`src/rtl/instr_fetch.sv`:
```
// instr_fetch: PC-driven ROM fetch with a tagged instruction FIFO toward decode
module instr_fetch #(
  parameter int DEPTH = 4,
  parameter int W = 16
) (
  input  logic                       clk,
  input  logic                       reset,
  input  logic [W-1:0]               pc,
  input  logic                       flush,
  output logic                       rom_en,
  output logic [W-1:0]               rom_addr,
  input  logic [W-1:0]               rom_data,
  output logic [W-1:0]               instr,
  output logic [W-1:0]               instr_pc,
  output logic                       instr_valid,
  input  logic                       instr_ready,
  output logic                       fetch_stall,
  output logic [$clog2(DEPTH):0]     count
);
  localparam int AW = $clog2(DEPTH);
  localparam int CW = AW + 1;
  logic [W-1:0] mem_i [DEPTH];
  logic [W-1:0] mem_p [DEPTH];
  logic [AW-1:0] wr_ptr, rd_ptr;
  logic req_valid;
  logic [W-1:0] req_pc;
  logic push, pop;
  assign fetch_stall = (count + CW'(req_valid)) >= CW'(DEPTH);
  assign rom_en = !reset && !flush && !fetch_stall;
  assign rom_addr = pc;
  assign instr_valid = (count != '0) && !flush;
  assign instr = mem_i[rd_ptr];
  assign instr_pc = mem_p[rd_ptr];
  assign push = req_valid && !flush;
  assign pop = instr_valid && instr_ready;
  // request tracking, FIFO writes and occupancy; flush drops everything in flight
  always_ff @(posedge clk) begin
    if (reset) begin
      count <= '0;
      wr_ptr <= '0;
      rd_ptr <= '0;
      req_valid <= 1'b0;
      req_pc <= '0;
      for (int i = 0; i < DEPTH; i++) begin
        mem_i[i] <= '0;
        mem_p[i] <= '0;
      end
    end else if (flush) begin
      count <= '0;
      wr_ptr <= '0;
      rd_ptr <= '0;
      req_valid <= 1'b0;
    end else begin
      req_valid <= rom_en;
      req_pc <= pc;
      if (push) begin
        mem_i[wr_ptr] <= rom_data;
        mem_p[wr_ptr] <= req_pc;
        wr_ptr <= wr_ptr + 1'b1;
      end
      if (pop) rd_ptr <= rd_ptr + 1'b1;
      count <= count + CW'(push) - CW'(pop);
    end
  end
endmodule

```
`config.mk`:
```
export PLATFORM = sky130hd
export DESIGN_NAME = instr_fetch
export DESIGN_NICKNAME = d
export VERILOG_FILES = /design/src/rtl/instr_fetch.sv
export SDC_FILE = /design/constraint.sdc
export NUM_CORES = 1
export LEC_CHECK = 0
export BUFFER_PORTS_ARGS = -buffer_cell sky130_fd_sc_hd__buf_4
export CORE_ASPECT_RATIO = 1.1
export CORE_UTILIZATION = 45
export CTS_BUF_LIST = sky130_fd_sc_hd__clkbuf_16
export DETAILED_ROUTE_END_ITERATION = 10
export PLACE_DENSITY = 0.75
export SLEW_MARGIN = 20
export SYNTH_ARGS = -nofsm -noshare
export SYNTH_HDL_FRONTEND = slang
export SYNTH_SLANG_ARGS = --single-unit
```
`constraint.sdc`:
```
create_clock -name clk -period 2.9 [get_ports clk]
set_input_delay 0.58 -clock clk [delete_from_list [all_inputs] [get_ports clk]]
set_output_delay 0.58 -clock clk [all_outputs]
set_load 0.01 [all_outputs]
```
Word level (Yosys, flattened, before mapping)
Memories as Yosys holds them, arrays and structs flattened. A register that Yosys moved wholly into a read port is not among the register bits.
Cells that the tools add are included.

cells by class
  $add $sub $neg = 5
  multiplexer cells = 16
  shift-type cells = 0
  reduce and logical (&&, ||, !) cells = 12
  order comparisons = 1
  divide/modulo/power cells = 0
  bitwise logic cells = 0
  $mul = 0
  equal/unequal tests = 0

operators with widths
  kind                                         number
  two-way mux 16 bit                           2
  OR reduction 16 bit                          2
  two-way mux 2 bit                            6
  two-way mux 1 bit                            8
  adder 3 x 1 -> 3 bit                         2
  logical AND 1 bit                            5
  adder 2 x 1 -> 2 bit, second input constant  2
  >= comparator 3 bit, second input constant   1
  logical NOT 1 bit                            3
  nonzero test 3 bit                           1
  subtractor 3 x 1 -> 3 bit                    1
  OR reduction 2 bit                           1

word-level totals
  bits in read-only memories = 0
  memories kept = 2
  bits in registers = 24
  RAM bits = 128
  logic and storage cells = 41
  output and inout bits = 54
  latch bits = 0

memory list
  memory  words  width  read ports  clocked after memory_dff  write ports  RTL line  source
  mem_i   4      16     1           1                         4            22        logic [W-1:0] mem_i [DEPTH];
  mem_p   4      16     1           1                         4            23        logic [W-1:0] mem_p [DEPTH];

Logic depth before layout (Yosys ltp)
Gate-level depths: netlist (run 1).

  depth in word-level cells = 8
  mapped depth = 10
  depth with buffers taken out = 9

Worst setup path after synthesis (run 1)
Ideal clock, no wire load.

  kind = input to register
  start = in flush
  end = mem mem_i[2][0], enable pin
  data arrival time = 2.411 ns
  path buffers = 0
  stages on the path = 3
  path slack = 0.062 ns
  data required time = 2.472 ns
  path through = nor2b_1 > nand2_1 > o21bai_1

RTL lines
  what                RTL line  source
  start: declaration  9         input logic flush,
  end: declaration    22

==> summary.md, run 1 <==
| Metric | Value |
|---|---|
| Number of cells on the worst hold path | `3` |
| Height of the die | `between 100 and 150 um` |
| Worst Hold Path EP | `req_pc[12]$_SDFFE_PP0N_` |
| Mean cell area of the mapped netlist | `15.5 um^2` |
| Critical-path cell with the highest stage delay | `sky130_fd_sc_hd__dfxtp_2` |
| Register bit count reported by yosys | `roughly 150` |
| X dimension of the die | `around 120 um` |
| Number of antenna violations at the first check in global routing | `0` |
| RSZ-0062 raised after global routing | `false` |
| Number of cells on the worst reg-to-reg path | `9` |
| Synthesized net count | `~470` |
| Buffers inserted during post-CTS setup optimization | `0` |
| Global placer's final weighted congestion | `0.681` |
| DIE AREA | `15,500 um^2` |
| Wirelength, routed | `roughly 13,000 um` |
| Cell with the most instances after synthesis | `sky130_fd_sc_hd__edfxtp_1` |
| Dpl hpwl | `approximately 7800 um` |
| Worst slew margin relative to its limit | `around three fifths` |
| Endpoint arrival time on the critical path | `~2.0 ns` |
| Final standard cell count with taps included and fillers excluded | `720` |
| Placed Cells | `~700` |
| Number of rows in the core area | `46` |
| Net switching power figure | `992 uW` |
| Filler Cells Inserted | `1,200` |
| Top flip-flop cell by instance count after synthesis | `sky130_fd_sc_hd__edfxtp_1` |
| Max frequency | `387 MHz` |
| Post-Synthesis Cells | `434` |
| R2r setup slk | `0.65 ns` |
| Fin util | `55.5%` |
| Worst hold start | `pc[12]` |
| Largest net degree at the start of global routing | `33` |
| Fin nets | `554` |
| Count of input and output buffers | `~90` |
| Clock tree from TritonCTS | `yes` |
| Fraction of the cycle the final worst path needs | `between 80 and 90%` |
| Core Area | `roughly 15,000 um^2` |
| Initial core utilization | `between 40% and 50%` |
| Kind of capture point of the worst setup path | `output port` |
| Worst Path Max Fanout | `23` |
| Hold buffer count at cts | `0` |
| Cell Area, Synth | `just under 7000 um^2` |
| Aggregate negative setup slack | `0 ns` |
| Leakage power summed over all cells | `approximately 0.0031 uW` |
| Root buffer cell | `sky130_fd_sc_hd__clkbuf_16` |
| Transition time of the tightest slew-check pin | `approximately 0.6 ns` |
| Number of buffers added by the clock tree synthesis step | `17` |
| Data required time at the worst endpoint | `about 2.3 ns` |
| Routed length per placed instance | `roughly 18 um` |
| Maxcap violations | `0` |
| Share of layout cells above drive strength 1 | `about 33%` |
| Yosys warning count | `0` |
| Hold Path Class | `in -> reg` |
| Proportion of netlist area held by the largest area contributor | `between 50% and 60%` |
| Final Worst Setup Slack | `roughly 0.32 ns` |
| Antenna viol nets, final | `0` |
| H-tree depth | `4` |
| Post-route DRC | `0` |
| Quantity of gates resized following cts | `0` |
| Delay of the slowest cell on the worst path | `approximately 0.58 ns` |
| VDD IR max | `roughly 0.38 mV` |
| Number of synthesized flops with an enable pin | `128` |
| Run status | `finished, final reports clean` |
| Internal power of the cells | `around 3900 uW` |
| Logic pwr share | `~6.3%` |
| First-pass GRT wire length | `19,900 um` |
| Share of total power in the clock network | `a little over two fifths` |
| Worst-case setup slack after placement | `between 0.3 and 0.4 ns` |
| Overall routing resource usage | `between 10% and 20%` |
| Category of the most critical setup path | `reg -> out` |
| Relative area change from synthesis to final layout | `19.7%` |
| Register share of total power | `52.0%` |
| Total count of max-transition violations in the final report | `0` |
| Share of async-settable or async-resettable flops after synthesis | `0%` |
| Vias in the first global route | `around 3,800` |
| Startpoint type of the worst setup path | `flip-flop` |
| DRC marker count from the first detailed-route iteration | `roughly 190` |
| Leftover overflow at the end of global routing | `0` |
| Cell Pwr Density | `~600 nW/um^2` |
| Setup-failing EPs final | `0` |
| Clk Latency, worst-skew pair | `0.41 ns` |
| R2r startpoint | `req_valid$_SDFF_PN0_` |
| Post-synthesis cell type with the largest combined area | `sky130_fd_sc_hd__edfxtp_1` |
| Number of vias per cell | `approximately 5` |
| Diode count | `0` |
| Endpoint of the lowest-slack register-to-register path | `count[2]$_SDFF_PN0_` |
| Maximum clock skew at final layout | `approximately 0.0052 ns` |
| Final Hold Viols | `0` |
| Count of TritonRoute iterations in the first routing pass | `4` |
| Portion of the post-synthesis area used by sequential elements | `about two thirds` |
| Net switching fraction of the power | `between 20% and 30%` |
| Io pins | `90` |
| Total vias in the final route | `about 3,600` |
| Time the worst path needs with I/O delays and setup | `~2.6 ns` |
| Ranking of synthesized cells by instance count | `128 x sky130_fd_sc_hd__edfxtp_1, 126 x sky130_fd_sc_hd__and2_1, 32 x sky130_fd_sc_hd__mux4_2` |
| Number of sinks driven by the clock tree | `154` |
| Ranking of synthesized cells by area | `sky130_fd_sc_hd__edfxtp_1 57%, sky130_fd_sc_hd__and2_1 12%, sky130_fd_sc_hd__mux4_2 11%` |
| Distinct cell type count after synthesis | `32` |
| Worst-case clock buffer depth | `2` |
| Clock transition at the registers of the reported paths | `~0.060 ns` |
| Cell chain of the critical path | `buf_12 > mux4_2 > buf_4` |
registers in the layout, summed over array words and instances (netlist names), named ones only:
register   cells
count          3
mem_i         64
mem_p         64
rd_ptr         2
req_pc        16
req_valid      1
wr_ptr         2
critical path: cells and delay by family, from the launching register on:
family	cells	cell delay [ns]
DFF	1	0.58
muxes	1	0.55
buffers and inverters	2	0.44
layer usage:
layer / up-vias / GRT usage [%] / share of wire (%) / wire [um]
met4: 0 / 7.37 / 1.5 / 195
met5: - / 0 / 0 / 0
met1: 1836 / 20.1 / 42 / 5240
met2: 90 / 31.1 / 52 / 6600
met3: 18 / 4.72 / 4.5 / 564
li1: 1699 / - / - / -
cell families (layout without fill, tap and decap cells):
family / after synthesis / count (layout) / share of synthesized area, %
simple gates: 168 / 168 / 15.1
flops: 154 / 154 / 64.8
mux: 48 / 48 / 13.1
buf+inv: 48 / 142 / 4.68
xor+xnor: 7 / 7 / 0.911
compound gates: 6 / 6 / 0.725
fa+ha+maj: 3 / 3 / 0.669
layout by cell type, fill, tap and decap left out:
cell                           n
sky130_fd_sc_hd__xor2_1        2
sky130_fd_sc_hd__and2_2        2
sky130_fd_sc_hd__o21bai_4      1
sky130_fd_sc_hd__nor2b_1       1
sky130_fd_sc_hd__o31ai_1       1
sky130_fd_sc_hd__or2_1         1
sky130_fd_sc_hd__inv_1        10
sky130_fd_sc_hd__o311ai_0      1
sky130_fd_sc_hd__edfxtp_1    128
sky130_fd_sc_hd__buf_12        2
sky130_fd_sc_hd__nor2_1       29
sky130_fd_sc_hd__dfxtp_1      24
sky130_fd_sc_hd__and3_4        1
sky130_fd_sc_hd__inv_2         1
sky130_fd_sc_hd__fa_1          1
sky130_fd_sc_hd__nor4_4        2
sky130_fd_sc_hd__ha_1          2
sky130_fd_sc_hd__dfxtp_2       2
sky130_fd_sc_hd__nor3b_4       1
sky130_fd_sc_hd__clkinvlp_4    1
sky130_fd_sc_hd__nand2b_2      1
sky130_fd_sc_hd__clkinv_1      4
sky130_fd_sc_hd__a21o_2        1
sky130_fd_sc_hd__clkinv_2      3
sky130_fd_sc_hd__xnor2_1       5
sky130_fd_sc_hd__mux2i_1      16
sky130_fd_sc_hd__and2_1      126
sky130_fd_sc_hd__clkbuf_16    20
sky130_fd_sc_hd__a31o_2        2
sky130_fd_sc_hd__mux4_2       32
sky130_fd_sc_hd__nor3_1        1
sky130_fd_sc_hd__nand2_1       2
sky130_fd_sc_hd__buf_4       101
sky130_fd_sc_hd__nand3_1       1
layout make-up:
cell class                 count  area (um^2)  share of cell area (%)
sequential                   154         4370                    54.2
multi-input combinational    232         2070                    25.7
timing repair buffer         103          798                    9.91
clock buffer                  20          500                    6.21
tap                          192          240                    2.98
clock inverter                12         52.6                   0.652
inverter                       7         26.3                   0.326
metrics by stage:
step | hold slack (ns) | power, uW | instance area, um^2
after floorplan | 0.485 | 2720 | 6730
after global placement | 0.519 | 2870 | 7500
after detailed placement | 0.524 | 2880 | 7500
after CTS | 0.397 | 4880 | 8060
after global routing | 0.407 | 5000 | 8060
final | 0.407 | 4850 | 8060
worst max-delay path by stage:
stage	slack, ns	endpoint	from	cells after the start
final	0.32	instr_pc[5]	flip-flop	3
after global placement	0.43	count[2]$_SDFF_PN0_	flush	10
after floorplan	0.06	mem_i[2][0]$_SDFFCE_PN0P_	flush	3
after global routing	0.20	instr_pc[5]	flip-flop	3
after detailed placement	0.37	count[2]$_SDFF_PN0_	flush	10
after CTS	0.25	instr_pc[5]	flip-flop	3
power groups by stage:
stage | clock (uW) | sequential (uW) | combinational (uW)
6_report | 2020 | 2520 | 305
3_5_place_dp | 0 | 2570 | 310
4_1_cts | 2050 | 2520 | 311
2_1_floorplan | 0 | 2550 | 168
3_3_place_gp | 0 | 2560 | 306
5_1_grt | 2140 | 2530 | 331
No activity file was read; power rests on OpenSTA's default activity.
==> inputs of run 2 (changes only) <==
- PLACE_DENSITY: 0.75 -> 0.67
==> run 2 against run 1 <==
Sequential share of layout area is 0.48 points lower. Die area is the same. Utilization grew 0.50 points. First-iteration DRC count grew 11%. Critical path type unchanged.
==> summary.md, run 2 (synthesis gave the netlist of run 1 again) <==
| Metric | Value |
|---|---|
| Fin nets | `554 (unchanged)` |
| Count of TritonRoute iterations in the first routing pass | `4 (unchanged)` |
| Leftover overflow at the end of global routing | `0 (unchanged)` |
| VDD IR max | `0.342 mV (-9.8%)` |
| Number of cells on the worst hold path | `3 (unchanged)` |
| Share of total power in the clock network | `44.9% (+3.2 points)` |
| Net switching power figure | `1060 uW (+6.4%)` |
| Number of cells on the worst reg-to-reg path | `9 (unchanged)` |
| Height of the die | `130 um (unchanged)` |
| Worst-case clock buffer depth | `2 (unchanged)` |
| Run status | `finished, final reports clean` |
| Endpoint of the lowest-slack register-to-register path | `count[2]$_SDFF_PN0_` |
| Met1 Track Usage GR | `20.4% (+0.25 points)` |
| Transition time of the tightest slew-check pin | `0.522 ns (-0.0683 ns)` |
| Root buffer cell | `sky130_fd_sc_hd__clkbuf_16` |
| Worst Hold Path EP | `req_pc[6]$_SDFFE_PP0N_` |
| Data required time at the worst endpoint | `2.32 ns (about the same)` |
| Number of rows in the core area | `46 (unchanged)` |
| Met2 Resource Use GR | `31.4% (+0.34 points)` |
| Net switching fraction of the power | `20.6% (+0.098 points)` |
| Fin util | `56.0% (+0.50 points)` |
| Hold Path Class | `in -> reg` |
| Global Route met3 Usage | `4.59% (-0.13 points)` |
| Grt peak-use layer | `met2` |
| Time the worst path needs with I/O delays and setup | `2.55 ns (-0.0299 ns)` |
| R2r startpoint | `req_valid$_SDFF_PN0_` |
| RSZ-0062 raised after global routing | `false` |
| Setup-failing EPs final | `0 (unchanged)` |
| Final Worst Setup Slack | `0.347 ns (+0.0299 ns)` |
| Logic pwr share | `6.0% (-0.3 points)` |
| Largest net degree at the start of global routing | `33 (unchanged)` |
| Overall routing resource usage | `17.5% (+0.034 points)` |
| Final Hold Viols | `0 (unchanged)` |
| Share of layout cells above drive strength 1 | `34.1% (+1.3 points)` |
| Leakage power summed over all cells | `0.00315 uW (+0.34%)` |
| Kind of capture point of the worst setup path | `output port` |
| Most common cell after layout, fill and taps aside | `sky130_fd_sc_hd__edfxtp_1` |
| Register share of total power | `49.1% (-2.9 points)` |
| CP delay by family, top | `multiplexers` |
| Delay of the slowest cell on the worst path | `0.57 ns (about the same)` |
| R2r setup slk | `0.67 ns (+0.02 ns)` |
| Maxcap violations | `0 (unchanged)` |
| DRC marker count from the first detailed-route iteration | `209 (+11%)` |
| Number of antenna violations at the first check in global routing | `0 (unchanged)` |
| Worst slew margin relative to its limit | `65.1% (+4.5 points)` |
| DIE AREA | `15,500 um^2 (unchanged)` |
| Io pins | `90 (unchanged)` |
| Post-route DRC | `0 (unchanged)` |
| Endpoint arrival time on the critical path | `1.97 ns (-0.03 ns)` |
| Maximum clock skew at final layout | `0.00553 ns (+0.000336 ns)` |
| Number of buffers added by the clock tree synthesis step | `17 (unchanged)` |
| Cell chain of the critical path | `buf_12 > mux4_2 > buf_4` |
| Worst Path Max Fanout | `25 (+8.7%)` |
| X dimension of the die | `119 um (unchanged)` |
| Startpoint type of the worst setup path | `flip-flop` |
| Clock transition at the registers of the reported paths | `0.06 ns (about the same)` |
| Internal power of the cells | `4080 uW (+5.8%)` |
| Fin Hold WS | `0.403 ns (-0.00397 ns)` |
| Vias in the first global route | `3,685 (-2.2%)` |
| Dpl hpwl | `7600 um (-3.0%)` |
| Worst-case setup slack after placement | `0.468 ns (+0.0961 ns)` |
| Routed length per placed instance | `17.8 um (+1.7%)` |
| Clock tree from TritonCTS | `yes` |
| Total vias in the final route | `3,594 (-1.3%)` |
| Number of sinks driven by the clock tree | `154 (unchanged)` |
| Buffers inserted during post-CTS setup optimization | `0 (unchanged)` |
| Aggregate negative setup slack | `0 ns (unchanged)` |
| First-pass GRT wire length | `19,700 um (-1.1%)` |
| Non-Filler Cell Area, Final | `8130 um^2 (+0.90%)` |
| Number of buffers and inverters on the critical path | `2 (unchanged)` |
| Max frequency | `392 MHz (+1.2%)` |
| Hold buffer count at cts | `0 (unchanged)` |
| Total count of max-transition violations in the final report | `0 (unchanged)` |
| Antenna viol nets, final | `0 (unchanged)` |
| Number of vias per cell | `4.99 (-1.3%)` |
| Clk Latency, worst-skew pair | `0.42 ns (about the same)` |
| H-tree depth | `4 (unchanged)` |
| Most frequent cells in the layout | `128 x sky130_fd_sc_hd__edfxtp_1, 126 x sky130_fd_sc_hd__and2_1, 101 x sky130_fd_sc_hd__buf_4` |
| Quantity of gates resized following cts | `0 (unchanged)` |
| Top Registers | `mem_i x64, mem_p x64, req_pc x16` |
| Relative area change from synthesis to final layout | `20.7%` |
| Diode count | `0 (unchanged)` |
| Worst hold start | `pc[6]` |
| Global placer's final weighted congestion | `0.702 (+3.1%)` |
| Category of the most critical setup path | `reg -> out` |
| Cell Pwr Density | `631 nW/um^2 (+5.0%)` |
| Wirelength, routed | `12,800 um (+1.7%)` |
| Critical-path cell with the highest stage delay | `sky130_fd_sc_hd__mux4_2` |
| Count of input and output buffers | `89 (unchanged)` |
| Core Area | `14,500 um^2 (unchanged)` |
| Initial core utilization | `46.4% (unchanged)` |
| Area after detailed placement | `7500 um^2 (unchanged)` |
| Fraction of the cycle the final worst path needs | `88.0% (-1.0 points)` |
## run 2: cell types whose count changed in the layout (fill, tap and decap cells not counted), sizes merged
cell	before	now
bufinv	0	4
clkbuf	20	17
inv	11	8
clkinvlp	1	3
## run 2: worst max-delay path by stage
stage / start / to / slack [ns] / cells after the start
2_1_floorplan: flush / mem_i[2][0]$_SDFFCE_PN0P_ / 0.06 / 3
3_3_place_gp: flush / count[2]$_SDFF_PN0_ / 0.54 / 10
3_5_place_dp: flush / count[2]$_SDFF_PN0_ / 0.47 / 10
4_1_cts: flip-flop / instr[7] / 0.29 / 3
5_1_grt: flip-flop / instr_pc[5] / 0.25 / 3
6_report: flip-flop / instr_pc[5] / 0.35 / 3
## run 2: layer usage
metal | wire (um) | part of all wire, %
met1 | 5390 | 42
met2 | 6750 | 53
met3 | 488 | 3.8
met4 | 194 | 1.5
met5 | 0 | 0
## run 2: worst min-delay path: stages
cell                      delay, ns
sky130_fd_sc_hd__buf_4         0.08
sky130_fd_sc_hd__mux2i_1       0.05
sky130_fd_sc_hd__nor2_1        0.07
## run 2: final cells by class
cell class	count	area [um^2]
fillers	1213	6370
flip-flops and latches	154	4370
multi-input cells	232	2070
repair buffers	103	798
clock buffers	17	425
well taps	192	240
clock inverters	15	200
inverters	7	26.3
## run 2: stage by stage
step	total power [uW]	cells
floorplan	2720	434
global placement	2870	688
detailed placement	2880	688
CTS	5180	720
global route	5290	720
finish	5130	720
## run 2: power by group through the flow
stage	combinational [uW]	clock, uW	sequential, uW
floorplan	168	0	2550
global placement	310	0	2560
detailed placement	313	0	2570
CTS	315	2340	2520
global route	331	2430	2530
finish	308	2300	2520
